## src/rtl/matrix_result_streamer.sv

```systemverilog
// matrix_result_streamer: captures one packed M_SIZE x M_SIZE result matrix
// and replays it one element per beat, row-major, on a valid/ready stream
// with row/column tags, a last marker and an end-of-frame pulse.
// Optional build macro MMAC_STREAM_PARITY_EN adds out_parity and
// load_parity_err_inject.
module matrix_result_streamer #(
    parameter int unsigned M_SIZE    = 4,
    parameter int unsigned VAR_WIDTH = 8,
    parameter int unsigned IDX_W     = $clog2(M_SIZE)
) (
    input  logic                                clock,
    input  logic                                reset,
    input  logic                                clear,
    input  logic                                load_valid,
    output logic                                load_ready,
    input  logic [M_SIZE*M_SIZE*VAR_WIDTH-1:0]  result_in,
    output logic                                out_valid,
    input  logic                                out_ready,
    output logic [VAR_WIDTH-1:0]                out_data,
    output logic [IDX_W-1:0]                    out_row,
    output logic [IDX_W-1:0]                    out_col,
    output logic                                out_last,
    output logic                                frame_done,
    output logic                                overrun
`ifdef MMAC_STREAM_PARITY_EN
    ,
    output logic                                out_parity,
    input  logic                                load_parity_err_inject
`endif
);

    localparam int unsigned NUM_ELEM = M_SIZE * M_SIZE;
    localparam int unsigned MAT_W    = NUM_ELEM * VAR_WIDTH;
    localparam int unsigned CNT_W    = (NUM_ELEM > 1) ? $clog2(NUM_ELEM) : 1;

    typedef enum logic [0:0] {
        ST_IDLE   = 1'b0,
        ST_STREAM = 1'b1
    } state_e;

    state_e                 state_q, state_d;
    logic [CNT_W-1:0]       index_q, index_d;
    logic [MAT_W-1:0]       cap_q, cap_d;
    logic                   load_ready_q, load_ready_d;
    logic                   out_valid_q, out_valid_d;
    logic [VAR_WIDTH-1:0]   out_data_q, out_data_d;
    logic [IDX_W-1:0]       out_row_q, out_row_d;
    logic [IDX_W-1:0]       out_col_q, out_col_d;
    logic                   out_last_q, out_last_d;
    logic                   frame_done_q, frame_done_d;
    logic                   overrun_q, overrun_d;

    logic                   load_fire_c;
    logic                   beat_fire_c;
    logic                   last_now_c;
    logic                   col_wrap_c;
    logic [CNT_W-1:0]       idx_nxt_c;
    logic [IDX_W-1:0]       col_nxt_c;
    logic [IDX_W-1:0]       row_nxt_c;
    logic [VAR_WIDTH-1:0]   data_nxt_c;
    logic [VAR_WIDTH-1:0]   elem0_c;

    // Element idx of a packed matrix; element 0 sits in the MSBs.
    function automatic logic [VAR_WIDTH-1:0] pick_elem(input logic [MAT_W-1:0] mat,
                                                       input logic [CNT_W-1:0] idx);
        logic [MAT_W-1:0] shifted;
        shifted = mat << (32'(idx) * VAR_WIDTH);
        return shifted[MAT_W-1 -: VAR_WIDTH];
    endfunction

    // Handshake qualifiers and the coordinates of the following beat.
    assign load_fire_c = !clear && (state_q == ST_IDLE) && load_valid;
    assign beat_fire_c = !clear && (state_q == ST_STREAM) && out_ready;
    assign last_now_c  = (index_q == CNT_W'(NUM_ELEM - 1));
    assign idx_nxt_c   = index_q + CNT_W'(1);
    assign col_wrap_c  = (out_col_q == IDX_W'(M_SIZE - 1));
    assign col_nxt_c   = col_wrap_c ? '0 : out_col_q + IDX_W'(1);
    assign row_nxt_c   = col_wrap_c ? out_row_q + IDX_W'(1) : out_row_q;
    assign data_nxt_c  = pick_elem(cap_q, idx_nxt_c);
    assign elem0_c     = pick_elem(result_in, '0);

    // Next-state and registered-output logic.
    always_comb begin
        state_d      = state_q;
        index_d      = index_q;
        cap_d        = cap_q;
        load_ready_d = load_ready_q;
        out_valid_d  = out_valid_q;
        out_data_d   = out_data_q;
        out_row_d    = out_row_q;
        out_col_d    = out_col_q;
        out_last_d   = out_last_q;
        frame_done_d = 1'b0;
        overrun_d    = overrun_q;

        if (clear) begin
            state_d      = ST_IDLE;
            index_d      = '0;
            load_ready_d = 1'b1;
            out_valid_d  = 1'b0;
            out_row_d    = '0;
            out_col_d    = '0;
            out_last_d   = 1'b0;
            overrun_d    = 1'b0;
        end else begin
            if (load_valid && !load_ready_q) begin
                overrun_d = 1'b1;
            end
            case (state_q)
                ST_IDLE: begin
                    if (load_fire_c) begin
                        state_d      = ST_STREAM;
                        cap_d        = result_in;
                        index_d      = '0;
                        load_ready_d = 1'b0;
                        out_valid_d  = 1'b1;
                        out_data_d   = elem0_c;
                        out_row_d    = '0;
                        out_col_d    = '0;
                        out_last_d   = (NUM_ELEM == 1);
                    end
                end
                ST_STREAM: begin
                    if (beat_fire_c) begin
                        if (last_now_c) begin
                            state_d      = ST_IDLE;
                            index_d      = '0;
                            load_ready_d = 1'b1;
                            out_valid_d  = 1'b0;
                            out_row_d    = '0;
                            out_col_d    = '0;
                            out_last_d   = 1'b0;
                            frame_done_d = 1'b1;
                        end else begin
                            index_d    = idx_nxt_c;
                            out_data_d = data_nxt_c;
                            out_row_d  = row_nxt_c;
                            out_col_d  = col_nxt_c;
                            out_last_d = (idx_nxt_c == CNT_W'(NUM_ELEM - 1));
                        end
                    end
                end
                default: state_d = ST_IDLE;
            endcase
        end
    end

    // State and output registers.
    always_ff @(posedge clock) begin
        if (!reset) begin
            state_q      <= ST_IDLE;
            index_q      <= '0;
            cap_q        <= '0;
            load_ready_q <= 1'b1;
            out_valid_q  <= 1'b0;
            out_data_q   <= '0;
            out_row_q    <= '0;
            out_col_q    <= '0;
            out_last_q   <= 1'b0;
            frame_done_q <= 1'b0;
            overrun_q    <= 1'b0;
        end else begin
            state_q      <= state_d;
            index_q      <= index_d;
            cap_q        <= cap_d;
            load_ready_q <= load_ready_d;
            out_valid_q  <= out_valid_d;
            out_data_q   <= out_data_d;
            out_row_q    <= out_row_d;
            out_col_q    <= out_col_d;
            out_last_q   <= out_last_d;
            frame_done_q <= frame_done_d;
            overrun_q    <= overrun_d;
        end
    end

    assign load_ready = load_ready_q;
    assign out_valid  = out_valid_q;
    assign out_data   = out_data_q;
    assign out_row    = out_row_q;
    assign out_col    = out_col_q;
    assign out_last   = out_last_q;
    assign frame_done = frame_done_q;
    assign overrun    = overrun_q;

`ifdef MMAC_STREAM_PARITY_EN
    logic parity_q, parity_d;

    // Parity follows out_data; the inject flips only the freshly loaded element 0.
    always_comb begin
        parity_d = parity_q;
        if (load_fire_c) begin
            parity_d = (^elem0_c) ^ load_parity_err_inject;
        end else if (beat_fire_c && !last_now_c) begin
            parity_d = ^data_nxt_c;
        end
    end

    // Parity register.
    always_ff @(posedge clock) begin
        if (!reset) begin
            parity_q <= 1'b0;
        end else begin
            parity_q <= parity_d;
        end
    end

    assign out_parity = parity_q;
`endif

endmodule

```

## config.mk

```make
export PLATFORM = sky130hd
export DESIGN_NAME = matrix_result_streamer
export DESIGN_NICKNAME = d
export VERILOG_FILES = /design/src/rtl/matrix_result_streamer.sv
export SDC_FILE = /design/constraint.sdc
export NUM_CORES = 1
export LEC_CHECK = 0
export BUFFER_PORTS_ARGS = -buffer_cell sky130_fd_sc_hd__buf_4
export CELL_PAD_IN_SITES_DETAIL_PLACEMENT = 0
export CELL_PAD_IN_SITES_GLOBAL_PLACEMENT = 1
export CORE_MARGIN = 8
export CORE_UTILIZATION = 43
export DETAILED_ROUTE_END_ITERATION = 12
export HOLD_SLACK_MARGIN = 0.03
export PLACE_DENSITY = 0.9
export SYNTH_ARGS = -nofsm -noshare
export SYNTH_HDL_FRONTEND = slang
export SYNTH_SLANG_ARGS = --single-unit
export TNS_END_PERCENT = 30
```

## constraint.sdc

```tcl
create_clock -name clock -period 3.8 [get_ports clock]
set_input_delay 0.19 -clock clock [delete_from_list [all_inputs] [get_ports clock]]
set_output_delay 0.19 -clock clock [all_outputs]
set_load 0.02 [all_outputs]
```

==> summary.txt <==
Status
  • Status: complete, no violations

Timing
  • Max Clk Rate: slightly below 400 MHz
  • Setup Total Neg Slack: 0 ns
  • Final hold violation count: 0
  • Slew Limit Headroom: 0.4183
  • Setup Skew: just over 0.006 ns
  • Final critical-path share of the clock period: 0.6621
  • WHS: slightly below 0.04 ns
  • Final min period: 2.516 ns
  • RSZ-0062 raised after global routing: no
  • Worst slew pin tran: ~0.85 ns
  • Fin. max-slew vios: 0
  • Final setup viols: 0

Synth
  • Commonest cells in the netlist: 263 x nand2_1, 150 x dfxtp_1, 128 x a21boi_0
  • Async set-reset flop share out of synthesis: 0
  • Syn nets: ~900
  • Area leader, netlist: dfxtp_1
  • Post-synth EDFFs: 0
  • Sequential-to-total area share from yosys stat: 0.4514
  • Dominant cells by area after synthesis: dfxtp_1 45%, nand2_1 15%, a21boi_0 14%
  • Synth cell types: 38
  • Count leader, synth: nand2_1
  • Synth Register Bits: 150
  • Top FF cell, synth: dfxtp_1
  • Avg Cell Area, Syn: a little under 9 um2
  • Cell area after synthesis: about 6700 um2
  • Yosys top cell area share: 0.4514
  • Synth warn: 0
  • Syn Inst Count: 744

Critical path
  • Crit Path Category: reg2reg
  • Crit. End Element: flop
  • CP cell instances: ha_1 > and2_1 > nand3_1 > mux2i_1 > a222oi_1 > a21oi_1
  • Req. time, crit path: ~4.2 ns
  • Worst reg-to-reg path cell count: 6
  • Worst path slowest cell: dfxtp_2
  • Worst EP arrival: approximately 2.9 ns
  • R2R Setup Slk: ~1.3 ns
  • Worst setup SP type: flop
  • Crit Path Max Fanout: 19
  • Largest stage delay, worst path: 0.71 ns

Power
  • Worst VDD drop: between 0.3 and 0.4 mV
  • Internal power: between 2 and 3 mW
  • Combinational fraction of design power: 0.103
  • P_sw: 0.8975 mW
  • Part of the power in registers: 0.441
  • Sw Ratio: 0.2333
  • Cell Pwr Density: around 430 nW/um2
  • Clock share of power: 0.455
  • Leak pwr: around 3.5 nW

Routing
  • Drt initial violations: between 400 and 500
  • Vias per cell: approximately 5.2
  • Routed Antenna Nets: 0
  • Drt drc: 0
  • DR vias: 5856
  • DR pass1 iterations: 8
  • Wire length per cell: roughly 18 um
  • Drt total wl: between 15000 and 20000 um

Cells and area
  • Final instance area: around 9000 um2
  • Area Overhead vs Synth: 35.19%
  • Layout cells sized above 1: 0.2446
  • Post-route insts no fill: ~1100
  • # diodes: 0
  • Filler Cell Count: between 1000 and 1500
  • Final cell utilization of the core: 0.5938
  • Nets: about 1100

Clock network
  • Clk slew on worst S/H paths: ~0.06 ns
  • Htree depth: 4
  • CTS tree: built
  • Post-CTS Setup Inserts: 0
  • Root Driver: clkbuf_16
  • Worst skew pair latency: 0.43 ns
  • Post_cts resized: 0
  • Clock buffer depth: 2
  • CTS Sinks: 150
  • CTS buffer count: 17

Hold path
  • Hold Crit Class: in2reg
  • WHS Path Cells: 3

Floorplan
  • DIE HEIGHT: between 100 and 150 um
  • Die Area: ~20000 um2
  • Starting Density: 0.4392
  • Core footprint: approximately 15000 um2
  • Io pins: 150
  • Placement Rows: 45
  • Die width: 140.4 um

Place
  • RD Place Congestion: 0.8785
  • Placed insts: approximately 1000
  • Post-DP HPWL: 13770 um
  • IO buf count: approximately 150
  • Area after DPL: between 7000 and 8000 um2

Job
  • MaxCap Viol Count: 0

Global routing
  • Antenna violations before repair: 0
  • First-pass GRT wire length: ~31000 um
  • Tot GR Track Use: 0.2013
  • Total global routing overflow: 0
  • Largest net degree at the start of global routing: between 70 and 80
  • Vias in the first global route: about 6000
[final timing paths]
check / startpoint / end
setup / recovery: index_q[0] / out_data[3]
hold / removal: result_in[90] / cap_q[90]
setup reg to reg: index_q[0] / out_data[3]
hold reg to reg: cap_q[94] / cap_q[94]
[cell type report]
| type | instances | area [um2] | share of cell area |
|---|---|---|---|
| sequential | 150 | 3004 | 0.3340 |
| inverter | 10 | 37.54 | 0.004174 |
| clock inverter | 11 | 147.6 | 0.01642 |
| timing repair buffer | 213 | 1739 | 0.1934 |
| multi-input combinational | 527 | 3359 | 0.3735 |
| tap | 188 | 235.2 | 0.02615 |
| clock buffer | 21 | 470.5 | 0.05231 |
[cells in the final DEF (no fill, tap or decap), drive strengths merged]
cell type,netlist,final
a21boi,128,128
a21o,2,2
a21oi,28,28
a222oi,7,7
a22oi,2,2
a31oi,1,1
and2,3,3
and2b,1,1
and3,2,2
and3b,1,1
buf,25,157
bufinv,0,3
clkbuf,32,21
clkinv,0,3
clkinvlp,0,4
dfxtp,150,150
dlygate4sd3,0,56
ha,3,3
inv,10,11
mux2i,5,5
mux4,32,32
nand2,263,263
nand2b,1,1
nand3,5,5
nand3b,1,1
nand4b,1,1
nor2,16,16
nor2b,1,1
nor3,2,2
o211ai,1,1
o21ai,10,10
o221ai,8,8
or2,2,2
xor2,1,1
[metrics by stage]
step	setup slack, ns	power (mW)
3_5_place_dp	1.297	2.082
3_3_place_gp	1.402	2.079
2_1_floorplan	1.450	1.895
4_1_cts	1.282	3.867
6_report	1.284	3.847
5_1_grt	1.030	3.979
[registers in the layout, summed over array words and instances (netlist names), 2 cells and up]
register,flops
out_row,2
out_col,2
cap_q,128
out_data,8
index_q,4
[power groups by stage]
| stage | Clock (mW) | Sequential (mW) | Combinational (mW) |
|---|---|---|---|
| 2_1_floorplan | 0 | 1.71 | 0.182 |
| 3_3_place_gp | 0 | 1.73 | 0.346 |
| 3_5_place_dp | 0 | 1.73 | 0.351 |
| 4_1_cts | 1.77 | 1.70 | 0.399 |
| 5_1_grt | 1.84 | 1.70 | 0.439 |
| 6_report | 1.75 | 1.70 | 0.398 |
[critical path, delay by kind of cell (launching register included)]
kind                     cells  cell delay, ns
flip-flops                   1            0.71
multiplexers                 1            0.64
AO/OA/AOI/OAI                2            0.42
adder cells (fa/ha/maj)      1            0.38
AND/OR/NAND/NOR              2            0.28
[per-layer routing]
| metal | vias up | GRT usage | share of wire |
|---|---|---|---|
| met5 | - | 0 | 0 |
| met4 | 0 | 0.07829 | 0.025 |
| met3 | 37 | 0.07747 | 0.095 |
| met2 | 221 | 0.2932 | 0.44 |
| met1 | 2712 | 0.2629 | 0.45 |
| li1 | 2886 | - | - |
[cells by family after synthesis]
kind of cell,count (synthesis),share of synthesized area
adders and majority gates,3,0.005643
and+or+nand+nor,299,0.1768
muxes,37,0.1164
buffers and inverters,67,0.04514
DFF,150,0.4514
AOI/OAI and AO/OA,187,0.2033
xor gates and xnor gates,1,0.001317
[repair_timing]
action                     CTS  global route
hold endpoints to repair    56             0
setup endpoints to repair    0             0
hold buffers                56             0
No activity file was read; power rests on OpenSTA's default activity.
